<file path="src/rtl/aes_round_ctrl.sv">
// Iterative AES encryption round controller: owns the state register and round
// counter, closes the SubBytes/ShiftRows/MixColumns loop with AddRoundKey.
module aes_round_ctrl #(
  parameter int unsigned NR = 10
) (
  input  logic         clk,
  input  logic         rst_n,
  input  logic         in_valid,
  output logic         in_ready,
  input  logic [127:0] in_block,
  output logic         out_valid,
  input  logic         out_ready,
  output logic [127:0] out_block,
  output logic [127:0] state_out,
  input  logic [127:0] sr_in,
  input  logic [127:0] mc_in,
  output logic [3:0]   rk_round,
  input  logic [127:0] rk
);

  localparam int unsigned RW = 4;

  typedef enum logic [1:0] {
    IDLE  = 2'd0,
    ROUND = 2'd1,
    DONE  = 2'd2
  } fsm_t;

  fsm_t          fsm;
  logic [RW-1:0] rnd;
  logic [127:0]  st;

  if (!(NR == 10 || NR == 12 || NR == 14)) begin : g_bad_nr
    $error("aes_round_ctrl: NR must be 10, 12 or 14");
  end

  // State register, round counter and handshake flags; rk is always indexed by rnd.
  always_ff @(posedge clk) begin
    if (!rst_n) begin
      fsm       <= IDLE;
      rnd       <= '0;
      st        <= '0;
      in_ready  <= 1'b1;
      out_valid <= 1'b0;
    end else begin
      case (fsm)
        IDLE: begin
          if (in_valid && in_ready) begin
            st       <= in_block ^ rk;
            rnd      <= RW'(1);
            in_ready <= 1'b0;
            fsm      <= ROUND;
          end
        end
        ROUND: begin
          if (rnd < RW'(NR)) begin
            st  <= mc_in ^ rk;
            rnd <= rnd + RW'(1);
          end else begin
            // final round skips MixColumns
            st        <= sr_in ^ rk;
            rnd       <= '0;
            out_valid <= 1'b1;
            fsm       <= DONE;
          end
        end
        DONE: begin
          if (out_ready) begin
            out_valid <= 1'b0;
            in_ready  <= 1'b1;
            fsm       <= IDLE;
          end
        end
        default: begin
          fsm       <= IDLE;
          rnd       <= '0;
          in_ready  <= 1'b1;
          out_valid <= 1'b0;
        end
      endcase
    end
  end

  assign state_out = st;
  assign out_block = st;
  assign rk_round  = rnd;

endmodule
</file>
<file path="config.mk">
export PLATFORM = sky130hd
export DESIGN_NAME = aes_round_ctrl
export DESIGN_NICKNAME = d
export VERILOG_FILES = /design/src/rtl/aes_round_ctrl.sv
export SDC_FILE = /design/constraint.sdc
export NUM_CORES = 1
export LEC_CHECK = 0
export CAP_MARGIN = 20
export CORE_AREA = 2 2 300 302
export CTS_BUF_LIST = sky130_fd_sc_hd__clkbuf_8
export CTS_CLUSTER_SIZE = 16
export DETAILED_ROUTE_END_ITERATION = 7
export DIE_AREA = 0 0 302 304
export PLACE_DENSITY = 0.43
export RECOVER_POWER = 100
export SETUP_SLACK_MARGIN = 0.15
export SLEW_MARGIN = 15
export SYNTH_ARGS = -nofsm -noshare
export SYNTH_HDL_FRONTEND = slang
export SYNTH_SLANG_ARGS = --single-unit
</file>
<file path="constraint.sdc">
create_clock -name clk -period 2 [get_ports clk]
set_input_delay 0.4 -clock clk [delete_from_list [all_inputs] [get_ports clk]]
set_output_delay 0.4 -clock clk [all_outputs]
set_load 0.05 [all_outputs]
</file>
Yosys cells after proc, flatten, opt, wreduce, memory -nomap -nowiden
Index checks and enable logic that the tools add are counted.
{ "totals": {"mem_count": 0, "reg_bits": 136, "latch_bits": 0, "output_inout_bits": 262, "ramBits": 0, "inputBits": 516, "wordCells": 42, "rom_bits": 0} }
{ "op_classes": {"n_shift": 0, "bitwise": 6, "reduce_logical": 8, "addsub": 1, "magnitude_cmp": 1, "n_mul": 0, "div_mod_pow": 0, "n_eq_ne": 5, "muxes": 16} }
{ "op_table": {"columns": ["cell", "count"], "rows": [
  ["$xor A128 B128 Y128", 3],
  ["$mux W128", 2],
  ["$pmux W128 S2", 1],
  ["$pmux W4 S3", 1],
  ["$reduce_and A3 Y1", 3],
  ["$mux W4", 2],
  ["$mux W2", 3],
  ["$ne A2 B2 Y1 const B", 3],
  ["$pmux W1 S3", 2],
  ["$pmux W2 S3", 1],
  ["$add A4 B1 Y4 const B", 1],
  ["$lt A4 B4 Y1 const B", 1],
  ["$mux W1", 4],
  ["$reduce_and A2 Y1", 2],
  ["$not A1 Y1", 3],
  ["$eq A2 B1 Y1 const B", 1],
  ["$eq A2 B2 Y1 const B", 1],
  ["$logic_not A2 Y1", 1],
  ["$reduce_bool A2 Y1", 1],
  ["$logic_and A1 B1 Y1", 1]
]} }

Longest topological paths before layout
Gate-level depths: netlist (run 1).
{ "logic_depth": {"ltp_word": 3, "ltp_mapped": 8, "mapped_depth_nobuf": 4} }

Worst setup path before layout (run 1)
Ideal clock, no wire load.
{ "synth_path": {"kind": "reg-to-reg", "from": "reg rnd[2], in the netlist rk_round[2]", "to": "reg st[26], in the netlist out_block[26]", "t_arrival_ps": 1961, "setup_slack_ps": -36, "n_path_buf": 3, "t_required_ps": 1926, "period_less_slack_ps": 2036, "stages_incl_launch_ff": 8, "setup_time_ps": 74, "cell_sequence": "dfxtp_1 -> o21a_1 -> buf_4 -> buf_4 -> buf_4 -> nor3_1 -> or4_1 -> a31oi_1"} }
{ "synth_via": {"elab_chain_len": 3} }
{ "synth_rtl": {"columns": ["element", "line_no", "source"], "rows": [
  ["from (decl)", "30", "logic [RW-1:0] rnd;"],
  ["from (signal assigned)", "58", "rnd <= rnd + RW'(1);"],
  ["$lt A4 B4 Y1", "56", "if (rnd < RW'(NR)) begin"],
  ["$mux W128", "56", null],
  ["$pmux W128 S2", "46", "case (fsm)"],
  ["to (signal assigned)", "49", "st <= in_block ^ rk;"],
  ["to (signal assigned)", "57", "st <= mc_in ^ rk;"],
  ["to (signal assigned)", "61", "st <= sr_in ^ rk;"],
  ["to (decl)", "31", "logic [127:0] st;"]
]} }
No other way between the ends.
A chain may end at the register's enable or synchronous reset.

Final worst setup path (run 1)
{ "layout_path": {"from": "reg fsm[0]", "to": "reg st[79], in the netlist out_block[79]"} }
{ "layout_via": {"elab_chain_len": 3, "word_cells_on_any_way": 6, "cone_classes": "2 x eq/ne; 1 x mux; 3 x reduce/logical"} }
{ "layout_rtl": {"columns": ["element", "line_no", "source"], "rows": [
  ["from (decl)", "29", "fsm_t fsm;"],
  ["from (signal assigned)", "40", "fsm <= IDLE;"],
  ["from (signal assigned)", "52", "fsm <= ROUND;"],
  ["from (signal assigned)", "64", "fsm <= DONE;"],
  ["$eq A2 B1 Y1 / $logic_not A2 Y1 (equally long branches)", "46", null],
  ["$reduce_bool A2 Y1 (no line) / $ne A2 B2 Y1 (equally long branches)", null, null],
  ["$reduce_and A2 Y1 (no line)", null, null]
]} }
Parallel ways exist; a longest one is shown, timed or not.

==> impl_metrics.env, run 1 <==
export IMPL_min_period_ps=1920
export IMPL_hold_start="rst_n"
export IMPL_gr_total_overflow=0
export IMPL_holdBufCountCts=0
export IMPL_critPathBufInv=2
export IMPL_vias_per_cell=4.23
export IMPL_finalHoldViolations=0
export IMPL_totalWireLength_microns=67000
export IMPL_ir_worst_vdd_mv=0.405
export IMPL_timing_final_crit_share_pct=96.1
export IMPL_slew_headroom_pct=56.5
export IMPL_dieArea_sq_um=91800
export IMPL_start_kind="flop"
export IMPL_p_int_mw=6.35
export IMPL_drive_gt1_share_pct=16.6
export IMPL_nFillCells=10065
export IMPL_dp_cells=3137
export IMPL_final_nets=2554
export IMPL_crit_required_ps=2440
export IMPL_finalSetupTns_ps=0
export IMPL_coreArea_sq_um=89000
export IMPL_crit_arrival_ps=2360
export IMPL_p_clk_share_pct=23.5
export IMPL_clock_fmax_ghz=0.520
export IMPL_cts_root_buf="clkbuf_8"
export IMPL_drt_iter0_drc=819
export IMPL_regToRegStartpoint="fsm[0]"
export IMPL_layoutNonFillerInstCount=3231
export IMPL_fin_skew_ps=17.6
export IMPL_synth_area_sq_um=9750
export IMPL_rsz0062_at_grt="yes"
export IMPL_htreeDepth=4
export IMPL_worstSetupPathType="flop to flop"
export IMPL_die_x_microns=302
export IMPL_clk_pin_slew_ps=100
export IMPL_start_util_pct=10.9
export IMPL_rows=110
export IMPL_drc=0
export IMPL_worst_pin_slew_ps=655
export IMPL_antenna_found_initial=10
export IMPL_drtPass1Iterations=5
export IMPL_synth_edf_count=0
export IMPL_crit_slowest_cell="or4_1"
export IMPL_final_common_cell="clkdlybuf4s50_1"
export IMPL_holdWs_ps=244
export IMPL_die_h_microns=304
export IMPL_syn2layout_area_growth_pct=91.1
export IMPL_grt_pass1_wl_microns=89800
export IMPL_io_pins=778
export IMPL_cp_max_fo=9
export IMPL_holdPathStages=3
export IMPL_crit_chain="and2b_4 -> buf_12 -> buf_4 -> nor2_1 -> or4_1 -> a31oi_1"
export IMPL_p_sw_share_pct=45.7
export IMPL_seq_area_frac_synth_pct=27.9
export IMPL_cts_tree="done"
export IMPL_grt_pass1_vias=13499
export IMPL_worstSkewPairLatency_ps=520
export IMPL_power_total_mw=11.7
export IMPL_ys_types=27
export IMPL_cp_end_kind="flop"
export IMPL_cts_buffers=17
export IMPL_status="complete, no violations"
export IMPL_yosys_register_bits=136
export IMPL_final_cell_mix="514 x clkdlybuf4s50_1, 239 x nor3_1, 155 x clkbuf_1"
export IMPL_report_final_setup_viol=0
export IMPL_seqPwrFrac_pct=28.8
export IMPL_clock_path_buffers=2
export IMPL_cpLargestDelayFamily="simple AND/OR/NAND/NOR gates"
export IMPL_rrSetupSlack_ps=80
export IMPL_hold_class="input port to flop"
export IMPL_place_gp_congestion=0.945
export IMPL_r2r_end="out_block[79]"
export IMPL_drt_wirelength_per_cell_microns=20.7
export IMPL_min_to="out_block[50]"
export IMPL_syn_num_nets=1832
export IMPL_ys_async_sr_fraction_pct=0
export IMPL_reg2reg_depth=6
export IMPL_maxCapViolations=0
export IMPL_io_buffers=777
export IMPL_syn_inst=1315
export IMPL_synth_ff_type="dfxtp_1"
export IMPL_fin_util_pct=20.9
export IMPL_cts_num_sinks=136
export IMPL_power_leakage_nw=6.75
export IMPL_synth_warnings=0
export IMPL_grt_max_degree=64
export IMPL_dr_total_vias=13669
export IMPL_switchingPower_mw=5.35
export IMPL_p_comb_share_pct=47.7
export IMPL_slew_violations=0
export IMPL_power_density_nw_per_um2=628
export IMPL_hpwl_microns=49600
export IMPL_postRouteAntennaNets=0
export IMPL_grt_usage_pct=13.3
export IMPL_syn_avg_cell_area_sq_um=7.41
export IMPL_cpPeakStageDelay_ps=430
## worst min-delay path: stages
cell	delay (ps)
buf_4	180
o21ai_0	100
a31oi_1	40
## layout make-up
type | instances | area, sq um | area share [%]
sequential | 136 | 2740 | 14.7
tap | 1176 | 1470 | 7.90
antenna | 5 | 12.5 | 0.0672
clock inverter | 14 | 183 | 0.981
multi-input combinational | 932 | 5520 | 29.6
timing repair buffer | 948 | 8450 | 45.4
clock buffer | 18 | 248 | 1.33
inverter | 2 | 7.51 | 0.0403
## through the flow
step | setup WS [ps] | area, sq um
global route | 28.8 | 18600
floorplan | 163 | 9750
detailed placement | -6.14 | 18300
global placement | 30.2 | 18300
finish | 77.5 | 18600
CTS | 31.8 | 19500
## sequential cells by signal, summed over array words and instances (netlist names)
register,cells
out_block,128
rk_round,4
fsm,2
in_ready,1
out_valid,1
## cells in the mapped netlist (2+ instances only)
library cell	count	area [sq um]
nor3_1	257	1290
buf_4	144	1080
dfxtp_1	136	2720
nor2_1	132	495
o21ai_0	132	661
a31oi_1	129	807
o31ai_1	128	961
or4_1	128	961
clkbuf_1	45	169
buf_2	33	165
buf_6	22	248
a21oi_1	5	25.0
nand2_1	3	11.3
nor3b_1	3	22.5
and2_1	2	12.5
inv_1	2	7.51
nand3b_1	2	15.0
nor2b_1	2	12.5
o21a_1	2	15.0
## worst max path at each step
stage / from / to / cells past startpoint
after global placement: in_valid / out_block[34] / 7
after global routing: fsm[0] / out_block[28] / 6
after detailed placement: in_valid / out_block[29] / 7
after floorplan: in_ready / out_block[101] / 6
after CTS: out_block[48] / state_out[48] / 1
final: fsm[0] / out_block[79] / 6
## per-layer routing
metal | global-route usage, % | wire [microns] | vias up
met3 | 2.83 | 4220 | 82
li1 | - | - | 6431
met5 | 0 | 27 | -
met2 | 23.4 | 32900 | 614
met4 | 4.44 | 1840 | 4
met1 | 15.9 | 28000 | 6538
## what timing repair did
action / 4_1_cts / 5_1_grt
setup endpoints to repair: 225 / 126
cloned: 10 / 8
buffers inserted: 22 / 18
pin swaps: 8 / 130
resized for setup: 556 / 88
## power groups by stage
| stage | Combinational [mW] | Clock [mW] | Sequential, mW |
|---|---|---|---|
| 2_1_floorplan | 2.60 | 0 | 4.32 |
| 3_3_place_gp | 5.95 | 0 | 3.44 |
| 3_5_place_dp | 5.95 | 0 | 3.45 |
| 4_1_cts | 5.91 | 2.94 | 3.39 |
| 5_1_grt | 5.86 | 3.01 | 3.41 |
| 6_report | 5.58 | 2.75 | 3.37 |
## logic make-up (layout without fill, tap and decap cells)
group	Yosys count	after routing	synth area share, %
fa+ha+maj	1	1	0.128
simple gates	532	532	29.1
buf+inv	247	982	17.3
flops	136	136	27.9
other cells	0	5	0
compound gates	399	399	25.5
Power figures use the tool's default switching activity.
==> run 2, diff against run 1 <==
--- a/config.mk
+++ b/config.mk
@@ -5,13 +5,15 @@
 export SDC_FILE = /design/constraint.sdc
 export NUM_CORES = 1
 export LEC_CHECK = 0
+export ABC_CLOCK_PERIOD_IN_PS = 2000
 export CAP_MARGIN = 20
-export CORE_AREA = 2 2 300 302
+export CORE_AREA = 2 2 305 307
 export CTS_BUF_LIST = sky130_fd_sc_hd__clkbuf_8
 export CTS_CLUSTER_SIZE = 16
 export DETAILED_ROUTE_END_ITERATION = 7
-export DIE_AREA = 0 0 302 304
-export PLACE_DENSITY = 0.43
+export DIE_AREA = 0 0 307 309
+export DONT_BUFFER_PORTS = 1
+export PLACE_DENSITY = 0.31
 export RECOVER_POWER = 100
 export SETUP_SLACK_MARGIN = 0.15
 export SLEW_MARGIN = 15
==> run 2 against run 1 <==
Effect of this change:
- critical path depth is 1 higher
- sequential power down 7.1%
- clock-buffer cell count rose by 2
- largest cell class is now multi-input combinational cells
- clock skew grew 4.9 ps
==> impl_metrics.env, run 2 (synthesis results as in run 1) <==
export IMPL_drc=0
export IMPL_dr_total_vias=11662
export IMPL_worstSetupPathType="flop to flop"
export IMPL_power_density_nw_per_um2=761
export IMPL_r2r_end="out_block[34]"
export IMPL_ir_worst_vdd_mv=0.491
export IMPL_drt_iter0_drc=887
export IMPL_finalSetupTns_ps=0
export IMPL_dieArea_sq_um=94900
export IMPL_power_leakage_nw=4.89
export IMPL_die_h_microns=309
export IMPL_die_x_microns=307
export IMPL_crit_required_ps=2490
export IMPL_cts_buffers=17
export IMPL_timing_final_crit_share_pct=96.9
export IMPL_cp_end_kind="flop"
export IMPL_cpPeakStageDelay_ps=470
export IMPL_grt_pass1_wl_microns=68800
export IMPL_p_int_mw=5.31
export IMPL_slew_headroom_pct=40.5
export IMPL_start_kind="flop"
export IMPL_power_total_mw=10.4
export IMPL_fin_skew_ps=22.6
export IMPL_finalHoldViolations=0
export IMPL_drtPass1Iterations=7
export IMPL_hpwl_microns=39300
export IMPL_largest_reg_flops=128
export IMPL_postRouteAntennaNets=0
export IMPL_regToRegStartpoint="rk_round[1]"
export IMPL_drive_gt1_share_pct=20.2
export IMPL_cts_root_buf="clkbuf_8"
export IMPL_rows=111
export IMPL_holdPathStages=2
export IMPL_clock_path_buffers=2
export IMPL_crit_chain="o21ai_4 -> buf_8 -> buf_16 -> buf_6 -> nor3_1 -> or4_1 -> a31oi_1"
export IMPL_maxCapViolations=0
export IMPL_vias_per_cell=4.34
export IMPL_rsz0062_at_grt="yes"
export IMPL_gr_total_overflow=0
export IMPL_clock_fmax_ghz=0.516
export IMPL_cp_max_fo=6
export IMPL_cts_num_sinks=136
export IMPL_cts_tree="done"
export IMPL_crit_slowest_cell="or4_1"
export IMPL_p_clk_share_pct=24.5
export IMPL_report_final_setup_viol=0
export IMPL_final_common_cell="nor3_1"
export IMPL_crit_arrival_ps=2430
export IMPL_worst_pin_slew_ps=889
export IMPL_slew_violations=0
export IMPL_syn2layout_area_growth_pct=39.8
export IMPL_totalWireLength_microns=57700
export IMPL_p_comb_share_pct=45.3
export IMPL_status="complete, no violations"
export IMPL_final_nets=1996
export IMPL_htreeDepth=4
export IMPL_worstSkewPairLatency_ps=570
export IMPL_grt_usage_pct=9.83
export IMPL_hold_start="rst_n"
export IMPL_io_buffers=0
export IMPL_clk_pin_slew_ps=100
export IMPL_min_to="out_block[102]"
export IMPL_min_period_ps=1940
export IMPL_start_util_pct=10.7
export IMPL_grt_pass1_vias=10917
export IMPL_rrSetupSlack_ps=60
export IMPL_drt_wirelength_per_cell_microns=21.5
export IMPL_final_cell_mix="255 x nor3_1, 136 x dlygate4sd3_1, 132 x o21ai_0, 132 x dfxtp_1"
export IMPL_antenna_found_initial=10
export IMPL_io_pins=778
export IMPL_grt_max_degree=137
export IMPL_hold_class="input port to flop"
export IMPL_seqPwrFrac_pct=30.2
export IMPL_switchingPower_mw=5.06
export IMPL_coreArea_sq_um=91400
export IMPL_multi_input_area_sq_um=5410
export IMPL_nFillCells=10564
export IMPL_place_gp_congestion=0.912
export IMPL_p_sw_share_pct=48.8
export IMPL_regArea_sq_um=2730
export IMPL_reg2reg_depth=7
-- run 2: through the flow --
| step | worst slack [ps] | cells | cell area, sq um | utilization [%] | hold slack [ps] |
|---|---|---|---|---|---|
| global route | 31.5 | 2684 | 13600 | 14.9 | 21.2 |
| finish | 62.7 | 2685 | 13600 | 14.9 | 89.6 |
| floorplan | 163 | 1315 | 9750 | - | 566 |
| detailed placement | 102 | 2476 | 11500 | 12.6 | 527 |
| global placement | 103 | 2476 | 11500 | 12.6 | 527 |
| CTS | 94.0 | 2620 | 13100 | 14.3 | -148 |
-- run 2: worst max path at each step --
stage,to,cells after the start,startpoint,slack (ps)
floorplan,out_block[101],6,in_ready,160
CTS,out_block[102],6,rk_round[2],90
global placement,out_block[60],6,fsm[1],100
detailed placement,out_block[111],6,fsm[1],100
finish,out_block[34],7,rk_round[1],60
global route,out_block[78],2,out_block[78],30
-- run 2: per-layer routing --
layer	vias to the layer above	wire, microns	track usage, %
met5	-	13	0
met1	5605	22700	11.2
met2	669	28100	16.0
met4	2	2150	5.51
li1	5283	-	-
met3	103	4800	3.49
-- run 2: critical path, delay by kind of cell (launching register included) --
| family | cells | cell delay [ps] |
|---|---|---|
| and+or+nand+nor | 2 | 550 |
| buffers and inverters | 3 | 550 |
| AOI/OAI and AO/OA | 2 | 360 |
| DFF | 1 | 360 |
-- run 2: layout make-up --
type,count,share of cell area [%]
Clock buffer,20,2.02
Antenna cell,7,0.129
Multi-Input combinational cell,932,39.7
Clock inverter,12,0.909
Timing Repair Buffer,390,26.3
Sequential cell,136,20.0
Tap cell,1186,10.9
Inverter,2,0.0551
-- run 2: timing repair --
action,4_1_cts,5_1_grt
endpoints found under the setup margin,66,129
hold endpoints to repair,136,61
gates resized for setup,7,29
pin swaps,0,76
gates cloned,0,17
setup buffers,0,15
hold buffers,112,26
-- run 2: power groups by stage --
| stage | Sequential, mW | Clock [mW] | Combinational [mW] |
|---|---|---|---|
| global route | 3.17 | 2.84 | 4.94 |
| detailed placement | 3.20 | 0 | 4.42 |
| floorplan | 4.32 | 0 | 2.60 |
| finish | 3.13 | 2.54 | 4.70 |
| global placement | 3.20 | 0 | 4.42 |
| CTS | 3.14 | 2.76 | 4.65 |
==> run 3, diff against run 2 <==
--- a/config.mk
+++ b/config.mk
@@ -5,13 +5,13 @@
 export SDC_FILE = /design/constraint.sdc
 export NUM_CORES = 1
 export LEC_CHECK = 0
-export ABC_CLOCK_PERIOD_IN_PS = 2000
+export ABC_CLOCK_PERIOD_IN_PS = 2110
 export CAP_MARGIN = 20
-export CORE_AREA = 2 2 305 307
+export CORE_AREA = 2 2 306 308
 export CTS_BUF_LIST = sky130_fd_sc_hd__clkbuf_8
 export CTS_CLUSTER_SIZE = 16
 export DETAILED_ROUTE_END_ITERATION = 7
-export DIE_AREA = 0 0 307 309
+export DIE_AREA = 0 0 308 310
 export DONT_BUFFER_PORTS = 1
 export PLACE_DENSITY = 0.31
 export RECOVER_POWER = 100
==> constraint.sdc (replaced) <==
create_clock -name clk -period 2.11 [get_ports clk]
set_input_delay 0.422 -clock clk [delete_from_list [all_inputs] [get_ports clk]]
set_output_delay 0.422 -clock clk [all_outputs]
set_load 0.05 [all_outputs]
==> run 3 against run 2 <==
Effect of this change:
- final area shrank 4.9%
- critical path depth down 1
- setup slack gained 110 ps
- via count decreased by 3.1%
- register-to-register slack better by 110 ps
- routed wire length down 12%
- worst hold slack better by 61 ps
- power decreased by 7.5%
- clock-buffer cell count rose by 3
- largest cell class unchanged
- largest power group unchanged
==> impl_metrics.env, run 3 (synthesis results as in run 1) <==
export IMPL_status="complete, no violations"
export IMPL_min_period_ps=1930
export IMPL_grt_max_degree=129
export IMPL_slew_violations=0
export IMPL_clock_path_buffers=2
export IMPL_crit_arrival_ps=2430
export IMPL_syn2layout_area_growth_pct=32.9
export IMPL_io_buffers=0
export IMPL_cp_max_fo=35
export IMPL_nFillCells=10695
export IMPL_drt_wirelength_per_cell_microns=19.2
export IMPL_coreArea_sq_um=92500
export IMPL_drtPass1Iterations=7
export IMPL_slew_headroom_pct=56.5
export IMPL_worst_pin_slew_ps=652
export IMPL_worstSetupPathType="flop to flop"
export IMPL_timing_final_crit_share_pct=91.6
export IMPL_cts_root_buf="clkbuf_8"
export IMPL_final_cell_mix="257 x nor3_1, 133 x dfxtp_1, 132 x o21ai_0"
export IMPL_dieArea_sq_um=95500
export IMPL_drive_gt1_share_pct=17.4
export IMPL_maxCapViolations=0
export IMPL_report_final_setup_viol=0
export IMPL_ir_worst_vdd_mv=0.425
export IMPL_grt_usage_pct=9.74
export IMPL_postRouteAntennaNets=0
export IMPL_fin_skew_ps=13.2
export IMPL_cts_buffers=17
export IMPL_gr_total_overflow=0
export IMPL_rsz0062_at_grt="no"
export IMPL_power_total_mw=9.59
export IMPL_die_x_microns=308
export IMPL_cp_end_kind="flop"
export IMPL_grt_pass1_wl_microns=68500
export IMPL_start_kind="flop"
export IMPL_totalWireLength_microns=51000
export IMPL_rows=112
export IMPL_cts_tree="done"
export IMPL_io_pins=778
export IMPL_htreeDepth=4
export IMPL_largest_reg_flops=128
export IMPL_final_common_cell="nor3_1"
export IMPL_power_density_nw_per_um2=740
export IMPL_vias_per_cell=4.26
export IMPL_power_leakage_nw=4.54
export IMPL_hold_class="input port to flop"
export IMPL_final_nets=1949
export IMPL_rrSetupSlack_ps=180
export IMPL_hpwl_microns=38600
export IMPL_place_gp_congestion=0.928
export IMPL_drc=0
export IMPL_drt_iter0_drc=835
export IMPL_die_h_microns=310
export IMPL_cts_num_sinks=136
export IMPL_worstSkewPairLatency_ps=560
export IMPL_dr_total_vias=11303
export IMPL_finalHoldViolations=0
export IMPL_crit_required_ps=2610
export IMPL_finalSetupTns_ps=0
export IMPL_start_util_pct=10.5
export IMPL_clk_pin_slew_ps=90
export IMPL_grt_pass1_vias=10844
export IMPL_clock_fmax_ghz=0.517
export IMPL_antenna_found_initial=16
==> run 3: through the flow <==
step | util, % | area [sq um] | hold slack [ps] | cells | setup WS [ps]
CTS | 14.2 | 13100 | 37.6 | 2637 | 175
finish | 14.0 | 13000 | 151 | 2655 | 177
floorplan | - | 9750 | 588 | 1315 | 273
global placement | 12.3 | 11400 | 527 | 2475 | 214
detailed placement | 12.3 | 11400 | 532 | 2475 | 219
global route | 14.0 | 12900 | 68.2 | 2654 | 66.8
==> run 3: final cells by class <==
cell class | instances | area [sq um] | area share [%]
Tap cell | 1197 | 1500 | 11.6
Inverter | 2 | 7.51 | 0.0580
Antenna cell | 13 | 32.5 | 0.251
Timing Repair Buffer | 343 | 2920 | 22.6
Clock buffer | 23 | 317 | 2.44
Clock inverter | 9 | 72.6 | 0.560
Sequential cell | 136 | 2730 | 21.1
Multi-Input combinational cell | 932 | 5380 | 41.5
==> run 3: power breakdown <==
group	total [mW]	switching [mW]	internal [mW]
registers	2.97	0.111	2.85
logic	4.30	3.32	0.977
clock network	2.32	1.22	1.10
==> run 3: what timing repair did <==
item	in CTS	in global routing
endpoints found under the hold margin	136	0
hold buffers	130	0
gates cloned	0	3
buffers inserted	0	2
endpoints found under the setup margin	2	32
gates resized for setup	1	3
==> run 3: metal layers <==
metal	vias to the layer above	global-route usage, %	part of all wire, %
met2	643	16.1	48
met1	5356	10.8	38
li1	5204	-	-
met5	-	0	0.090
met4	6	5.24	4.1
met3	94	3.70	9.5
==> run 3: worst max-delay path, cell delays in order (launching register included) <==
cell,delay (ps)
dfxtp_1,420
o21a_4,190
buf_12,210
buf_4,210
nor3_1,70
or4_1,530
a31oi_1,170
==> run 3: final timing paths <==
path            startpoint             to  depth (start not counted)
min reg2reg  out_block[50]  out_block[50]                          2
min               in_valid       in_ready                          2
max            rk_round[2]  out_block[71]                          6
max reg2reg    rk_round[2]  out_block[71]                          6
